==> src/rtl/mult_pkg.sv <==
// Shared types and elaboration helpers for the sequential shift-add multiplier.
package mult_pkg;

  typedef enum logic [1:0] {
    IDLE = 2'd0,
    RUN  = 2'd1,
    NEG  = 2'd2,
    DONE = 2'd3
  } state_t;

  // Width of the RUN-edge counter: enough to count WIDTH/DIGIT edges from zero.
  function automatic int cnt_w(input int width, input int digit);
    return ((width / digit) <= 2) ? 1 : $clog2(width / digit);
  endfunction

  // Only 1, 2, 4 or 8 bits may be retired per edge, and they must tile the
  // multiplier exactly with at least two digits.
  function automatic bit digit_legal(input int width, input int digit);
    return ((digit == 1) || (digit == 2) || (digit == 4) || (digit == 8)) &&
           ((width % digit) == 0) && (width > digit);
  endfunction

endpackage

==> src/rtl/seq_shift_add_mult_if.sv <==
// Operand/product handshake bundle for seq_shift_add_mult.
// MULT_SIGNED_EN adds the is_signed operand qualifier.
interface seq_shift_add_mult_if #(
  parameter int WIDTH = 256
) ();

  logic               in_valid;
  logic               in_ready;
  logic [WIDTH-1:0]   a;
  logic [WIDTH-1:0]   b;
`ifdef MULT_SIGNED_EN
  logic               is_signed;
`endif
  logic               out_valid;
  logic               out_ready;
  logic [2*WIDTH-1:0] product;
  logic               busy;

  // Operand source / product sink side.
  modport master (
    output in_valid,
    input  in_ready,
    output a,
    output b,
`ifdef MULT_SIGNED_EN
    output is_signed,
`endif
    input  out_valid,
    output out_ready,
    input  product,
    input  busy
  );

  // Multiplier side.
  modport slave (
    input  in_valid,
    output in_ready,
    input  a,
    input  b,
`ifdef MULT_SIGNED_EN
    input  is_signed,
`endif
    output out_valid,
    input  out_ready,
    output product,
    output busy
  );

endinterface

==> src/rtl/mult_digit_add.sv <==
// One shift-add step: acc + mcand*digit, WIDTH+DIGIT bits wide (never overflows).
// Kept separate so a carry-lookahead adder can replace the behavioural '+'.
module mult_digit_add #(
  parameter int WIDTH = 256,
  parameter int DIGIT = 1
) (
  input  logic [WIDTH-1:0]       mcand,
  input  logic [WIDTH-1:0]       acc,
  input  logic [DIGIT-1:0]       digit,
  output logic [WIDTH+DIGIT-1:0] sum
);

  localparam int SW = WIDTH + DIGIT;

  logic [SW-1:0] term [DIGIT];

  // One gated, shifted copy of the multiplicand per multiplier bit in the digit.
  for (genvar gi = 0; gi < DIGIT; gi++) begin : g_term
    assign term[gi] = digit[gi] ? (SW'(mcand) << gi) : '0;
  end

  // Accumulate the partial-product terms onto the running upper half.
  always_comb begin
    sum = SW'(acc);
    for (int i = 0; i < DIGIT; i++) begin
      sum = sum + term[i];
    end
  end

endmodule

==> src/rtl/seq_shift_add_mult.sv <==
// Multi-cycle shift-add multiplier retiring DIGIT multiplier bits per edge.
// Optional signed mode under macro MULT_SIGNED_EN (adds a NEG fix-up edge).
module seq_shift_add_mult
  import mult_pkg::*;
#(
  parameter int WIDTH = 256,
  parameter int DIGIT = 1
) (
  input logic                 clk,
  input logic                 rst,
  seq_shift_add_mult_if.slave bus
);

  localparam int            N        = WIDTH / DIGIT;
  localparam int            CW       = cnt_w(WIDTH, DIGIT);
  localparam logic [CW-1:0] CNT_LAST = CW'(N - 1);
  localparam int            SW       = WIDTH + DIGIT;
  localparam bit            DIGIT_OK = digit_legal(WIDTH, DIGIT);

  if (!DIGIT_OK) begin : g_bad_digit
    $error("seq_shift_add_mult: DIGIT must be 1,2,4,8 and divide WIDTH");
  end

  state_t               state_reg;
  state_t               state_next;
  logic [CW-1:0]        cnt_reg;
  logic [2*WIDTH-1:0]   pp_reg;
  logic [WIDTH-1:0]     mcand_reg;
  logic [SW-1:0]        sum;
  logic [WIDTH-1:0]     a_load;
  logic [WIDTH-1:0]     b_load;
`ifdef MULT_SIGNED_EN
  logic                 sgn_reg;
  logic                 neg_reg;
`endif

  mult_digit_add #(
    .WIDTH (WIDTH),
    .DIGIT (DIGIT)
  ) u_digit_add (
    .mcand (mcand_reg),
    .acc   (pp_reg[2*WIDTH-1:WIDTH]),
    .digit (pp_reg[DIGIT-1:0]),
    .sum   (sum)
  );

  // Operands as loaded: magnitudes when a signed multiply is requested.
  always_comb begin
    a_load = bus.a;
    b_load = bus.b;
`ifdef MULT_SIGNED_EN
    if (bus.is_signed) begin
      if (bus.a[WIDTH-1]) a_load = -bus.a;
      if (bus.b[WIDTH-1]) b_load = -bus.b;
    end
`endif
  end

  // Next-state logic; in_valid only matters in IDLE, where in_ready is high.
  always_comb begin
    state_next = state_reg;
    case (state_reg)
      IDLE: if (bus.in_valid) state_next = RUN;
      RUN: begin
        if (cnt_reg == CNT_LAST) begin
`ifdef MULT_SIGNED_EN
          state_next = sgn_reg ? NEG : DONE;
`else
          state_next = DONE;
`endif
        end
      end
      NEG:  state_next = DONE;
      DONE: if (bus.out_ready) state_next = IDLE;
      default: state_next = IDLE;
    endcase
  end

  // State, counter and datapath registers; reset aborts any operation.
  always_ff @(posedge clk) begin
    if (rst) begin
      state_reg <= IDLE;
      cnt_reg   <= '0;
      pp_reg    <= '0;
      mcand_reg <= '0;
`ifdef MULT_SIGNED_EN
      sgn_reg   <= 1'b0;
      neg_reg   <= 1'b0;
`endif
    end else begin
      state_reg <= state_next;
      case (state_reg)
        IDLE: begin
          if (bus.in_valid) begin
            mcand_reg <= a_load;
            pp_reg    <= {{WIDTH{1'b0}}, b_load};
            cnt_reg   <= '0;
`ifdef MULT_SIGNED_EN
            sgn_reg   <= bus.is_signed;
            neg_reg   <= bus.is_signed & (bus.a[WIDTH-1] ^ bus.b[WIDTH-1]);
`endif
          end
        end
        RUN: begin
          pp_reg  <= {sum, pp_reg[WIDTH-1:DIGIT]};
          cnt_reg <= cnt_reg + CW'(1);
        end
`ifdef MULT_SIGNED_EN
        NEG: begin
          if (neg_reg) pp_reg <= -pp_reg;
        end
`endif
        default: ;
      endcase
    end
  end

  // Outputs decode registered state only, so no input reaches an output.
  assign bus.in_ready  = (state_reg == IDLE);
  assign bus.busy      = (state_reg != IDLE);
  assign bus.out_valid = (state_reg == DONE);
  assign bus.product   = pp_reg;

endmodule

==> src/flat_wrapper.sv <==
// flat-port wrapper written by rule: the top's interface ports become plain ports
module seq_shift_add_mult_flat import mult_pkg::*;
#(
  parameter int WIDTH = 256,
  parameter int DIGIT = 1
)
  (clk, rst, bus_in_valid, bus_in_ready, bus_a, bus_b, bus_out_valid, bus_out_ready, bus_product, bus_busy);
  seq_shift_add_mult_if #(.WIDTH(WIDTH)) bus_i ();
  input logic clk;
  input logic rst;
  input wire logic [$bits(bus_i.in_valid)-1:0] bus_in_valid;
  output wire logic [$bits(bus_i.in_ready)-1:0] bus_in_ready;
  input wire logic [$bits(bus_i.a)-1:0] bus_a;
  input wire logic [$bits(bus_i.b)-1:0] bus_b;
  output wire logic [$bits(bus_i.out_valid)-1:0] bus_out_valid;
  input wire logic [$bits(bus_i.out_ready)-1:0] bus_out_ready;
  output wire logic [$bits(bus_i.product)-1:0] bus_product;
  output wire logic [$bits(bus_i.busy)-1:0] bus_busy;
  assign bus_i.in_valid = bus_in_valid;
  assign bus_in_ready = bus_i.in_ready;
  assign bus_i.a = bus_a;
  assign bus_i.b = bus_b;
  assign bus_out_valid = bus_i.out_valid;
  assign bus_i.out_ready = bus_out_ready;
  assign bus_product = bus_i.product;
  assign bus_busy = bus_i.busy;
  seq_shift_add_mult #(.WIDTH(WIDTH), .DIGIT(DIGIT)) u_core (.clk(clk), .rst(rst), .bus(bus_i));
endmodule
==> config.mk <==
export PLATFORM = sky130hd
export DESIGN_NAME = seq_shift_add_mult_flat
export DESIGN_NICKNAME = d
export VERILOG_FILES = /design/src/rtl/mult_pkg.sv /design/src/rtl/seq_shift_add_mult_if.sv /design/src/rtl/mult_digit_add.sv /design/src/rtl/seq_shift_add_mult.sv /design/src/flat_wrapper.sv
export SDC_FILE = /design/constraint.sdc
export NUM_CORES = 2
export LEC_CHECK = 0
export BUFFER_PORTS_ARGS = -buffer_cell sky130_fd_sc_hd__buf_2
export CAP_MARGIN = 20
export CORE_AREA = 3 3 399 401
export CTS_CLUSTER_DIAMETER = 40
export DETAILED_ROUTE_END_ITERATION = 10
export DIE_AREA = 0 0 402 404
export SLEW_MARGIN = 10
export SYNTH_ARGS = -nofsm -noshare
export SYNTH_HDL_FRONTEND = slang
export SYNTH_SLANG_ARGS = --single-unit
==> constraint.sdc <==
create_clock -name clk -period 9.2 [get_ports clk]
set_input_delay 1.84 -clock clk [delete_from_list [all_inputs] [get_ports clk]]
set_output_delay 1.84 -clock clk [all_outputs]
set_load 0.01 [all_outputs]
==> results.ini <==
[critical_path]
worstPathRequired_ns=9.82
reg2reg_from=u_core.bus.product[0]
worst_path_largest_cell_delay_ns=0.91
crit_arrival_ns=7.74
startpoint=u_core.bus.product[0]
cp-endpoint=u_core.bus.product[503]
rr_worst_depth=15
start_kind=flop
cpMostUsedCell=o21ai_0
critPathSlowestCell=nor4_1
crit_chain=buf_4 > and2_1 > ha_1 > nand4_1 > nor4_1 > nand2_1 > nor4_1 > nand3_1 > a31oi_1 > nor3_1 > o21ai_0 > a21boi_0 > o21ai_0 > xnor2_1 > o21ai_0
timing.rr.end=u_core.bus.product[503]
endpoint_kind=flop
worstSetupPathType=flop to flop
rrSetupSlack_ns=2.08
crit_fanout=100

[sta]
setup_ws_ns=2.08
whs_ns=0.446
setup_viol=0
slew_headroom=0.174
maxSlewViolCount=0
hold_viol_final=0
skew_ns=0.0592
fin_tns_setup_ns=0
worst_pin_slew_ns=1.24
finalCritPeriodShare=0.774
timing.fmax_ghz=0.141
finalCriticalPeriod_ns=7.12
rsz0062_at_grt=false

[floorplan]
die_h_microns=404
chipWidth_microns=402
io_pins=1031
initial_core_util=0.319
core_area_sq_um=156000
rows=145
die_area_sq_um=162000

[drt]
finalWirelength_mm=259
vias=54100
post_drt_wl_per_cell_microns=26.8
wl_met1_mm=104
drc=0
viasPerCell=5.58
wl_met3_mm=20.6
routed.top_layer=met5
drt_iter0_markers=5106
ant_nets=0
first_pass_iters=8
wl_met2_mm=118

[global_route]
grt_usage=0.302
grt_max_degree=286
grt_antenna_before_repair=80
grt_pass1_vias=51800
grt_first_pass_wirelength_mm=364
grt-ovfl-total=0

[synth]
synth_edf_count=0
async_flop_share=0
yosys.area.top_type_share=0.313
synth.cells.most_frequent=1080 x nand2_1, 778 x dfxtp_1, 777 x a21oi_1
ys_ff_latch=778
synth_largest_area_cell=dfxtp_1
synth_area_per_cell_sq_um=7.42
ys.flop_type=dfxtp_1
synth_area_leaders=dfxtp_1 31%, nand2_1 8.1%, a21oi_1 7.8%
syn_nets=7481
syn-instance-count=6703
synthesis.area_sq_um=49800
synth_most_common_cell=nand2_1
ys_warn_count=0
ys_seq_area_frac=0.313
ys_types=86

[pwr]
power.share.clock=0.396
sequentialPowerShare=0.304
p_sw_mw=5.98
vdd_drop_max_v=0.000292
p_comb_frac=0.300
p_per_area_nw_per_um2=252
power_mw=15.7
power_leakage_nw=25.7
internal_power_mw=9.68
switching_share=0.382

[worst_hold_path]
hold_class=flop to flop

[finish]
fillerInstances=16400
drive_above_1_share=0.185
fin_nets=8236
largest_reg_flops=512
synthToLayoutAreaGrowth_pct=24.7

[cts]
cts_tree=done
cts_num_sinks=778
postCtsHoldBufs=0
cts.htree.levels=4
ctsResizeCount=0
clock_latency_ns=0.80
cts_setup_buffers=0
cts-root-buf=clkbuf_16
clockBufferDepth=3
clkTransAtPathRegs_ns=0.05
numCtsBuffers=158

[outcome]
status=completed

[placed_design]
gp_congestion=1.02
port_buffers=1030
dpl.hpwl_mm=213
post-place-ws_ns=2.19

[job]
maxCapViolations=0

==> area by class of cell <==
type | instances | area (sq um) | area share
Inverter | 89 | 334 | 0.00538
Clock inverter | 101 | 1600 | 0.0258
Sequential cell | 778 | 15600 | 0.251
Clock buffer | 189 | 4230 | 0.0682
Antenna cell | 43 | 108 | 0.00173
Multi-Input combinational cell | 5368 | 32100 | 0.518
Tap cell | 2058 | 2570 | 0.0415
Timing Repair Buffer | 1063 | 5480 | 0.0884
==> how the worst min path moves through the flow <==
stage / start / to / slack (ns) / cells past startpoint
after floorplan: u_core.mcand_reg[0] / u_core.mcand_reg[0] / 0.43 / 2
after global placement: u_core.mcand_reg[219] / u_core.mcand_reg[219] / 0.44 / 2
after detailed placement: u_core.mcand_reg[213] / u_core.mcand_reg[213] / 0.44 / 2
after CTS: u_core.mcand_reg[213] / u_core.mcand_reg[213] / 0.45 / 2
after global routing: u_core.mcand_reg[213] / u_core.mcand_reg[213] / 0.46 / 2
final: u_core.mcand_reg[233] / u_core.mcand_reg[233] / 0.45 / 2
==> layout by cell type (no fill, tap or decap), types with 104 or more instances in the layout <==
cell type,instances
nand2_1,1079
buf_2,1031
dfxtp_1,777
a21oi_1,776
nor2_1,694
o21ai_0,434
and2_1,269
a211oi_1,264
mux2i_1,261
ha_1,260
nand4_1,176
clkbuf_16,159
xnor2_1,131
xor2_1,115
a22oi_1,110
o21bai_1,104
==> cell families (layout without fill, tap and decap cells) <==
group	count (synthesis)	after routing	synth area share
other	0	43	0
adder cells (fa/ha/maj)	262	262	0.0660
AND/OR/NAND/NOR	2524	2524	0.226
buffers and inverters	557	1442	0.0427
multiplexers	261	261	0.0525
AO/OA/AOI/OAI	2075	2075	0.256
flip-flops	778	778	0.313
XOR/XNOR	246	246	0.0433
==> worst max-delay path: cells and delay by family, from the launching register on <==
family / cells / cell delay [ns]
AND/OR/NAND/NOR: 7 / 2.97
buffers and inverters: 1 / 0.80
AO/OA/AOI/OAI: 5 / 1.70
flip-flops: 1 / 0.88
adder cells (fa/ha/maj): 1 / 0.38
XOR/XNOR: 1 / 0.17
==> layer usage <==
metal	global-route usage	up-vias
met5	0	-
met2	0.494	2306
met4	0.169	52
li1	-	25500
met1	0.363	25600
met3	0.0750	580
==> metrics by stage <==
step	utilization	instances	cell area, sq um
finish	0.398	9689	62000
global route	0.397	9661	62000
CTS	0.397	9645	61900
detailed placement	0.360	9355	56100
global placement	0.360	9354	56100
floorplan	-	6703	49800
==> power groups by stage <==
stage	logic (mW)	registers, mW	clock network (mW)
3_3_place_gp	4.66	4.78	0
6_report	4.70	4.75	6.21
2_1_floorplan	2.79	4.76	0
3_5_place_dp	4.71	4.80	0
4_1_cts	4.72	4.75	6.31
5_1_grt	5.10	4.83	6.47
Note: power is estimated with default switching activity, not from simulation.
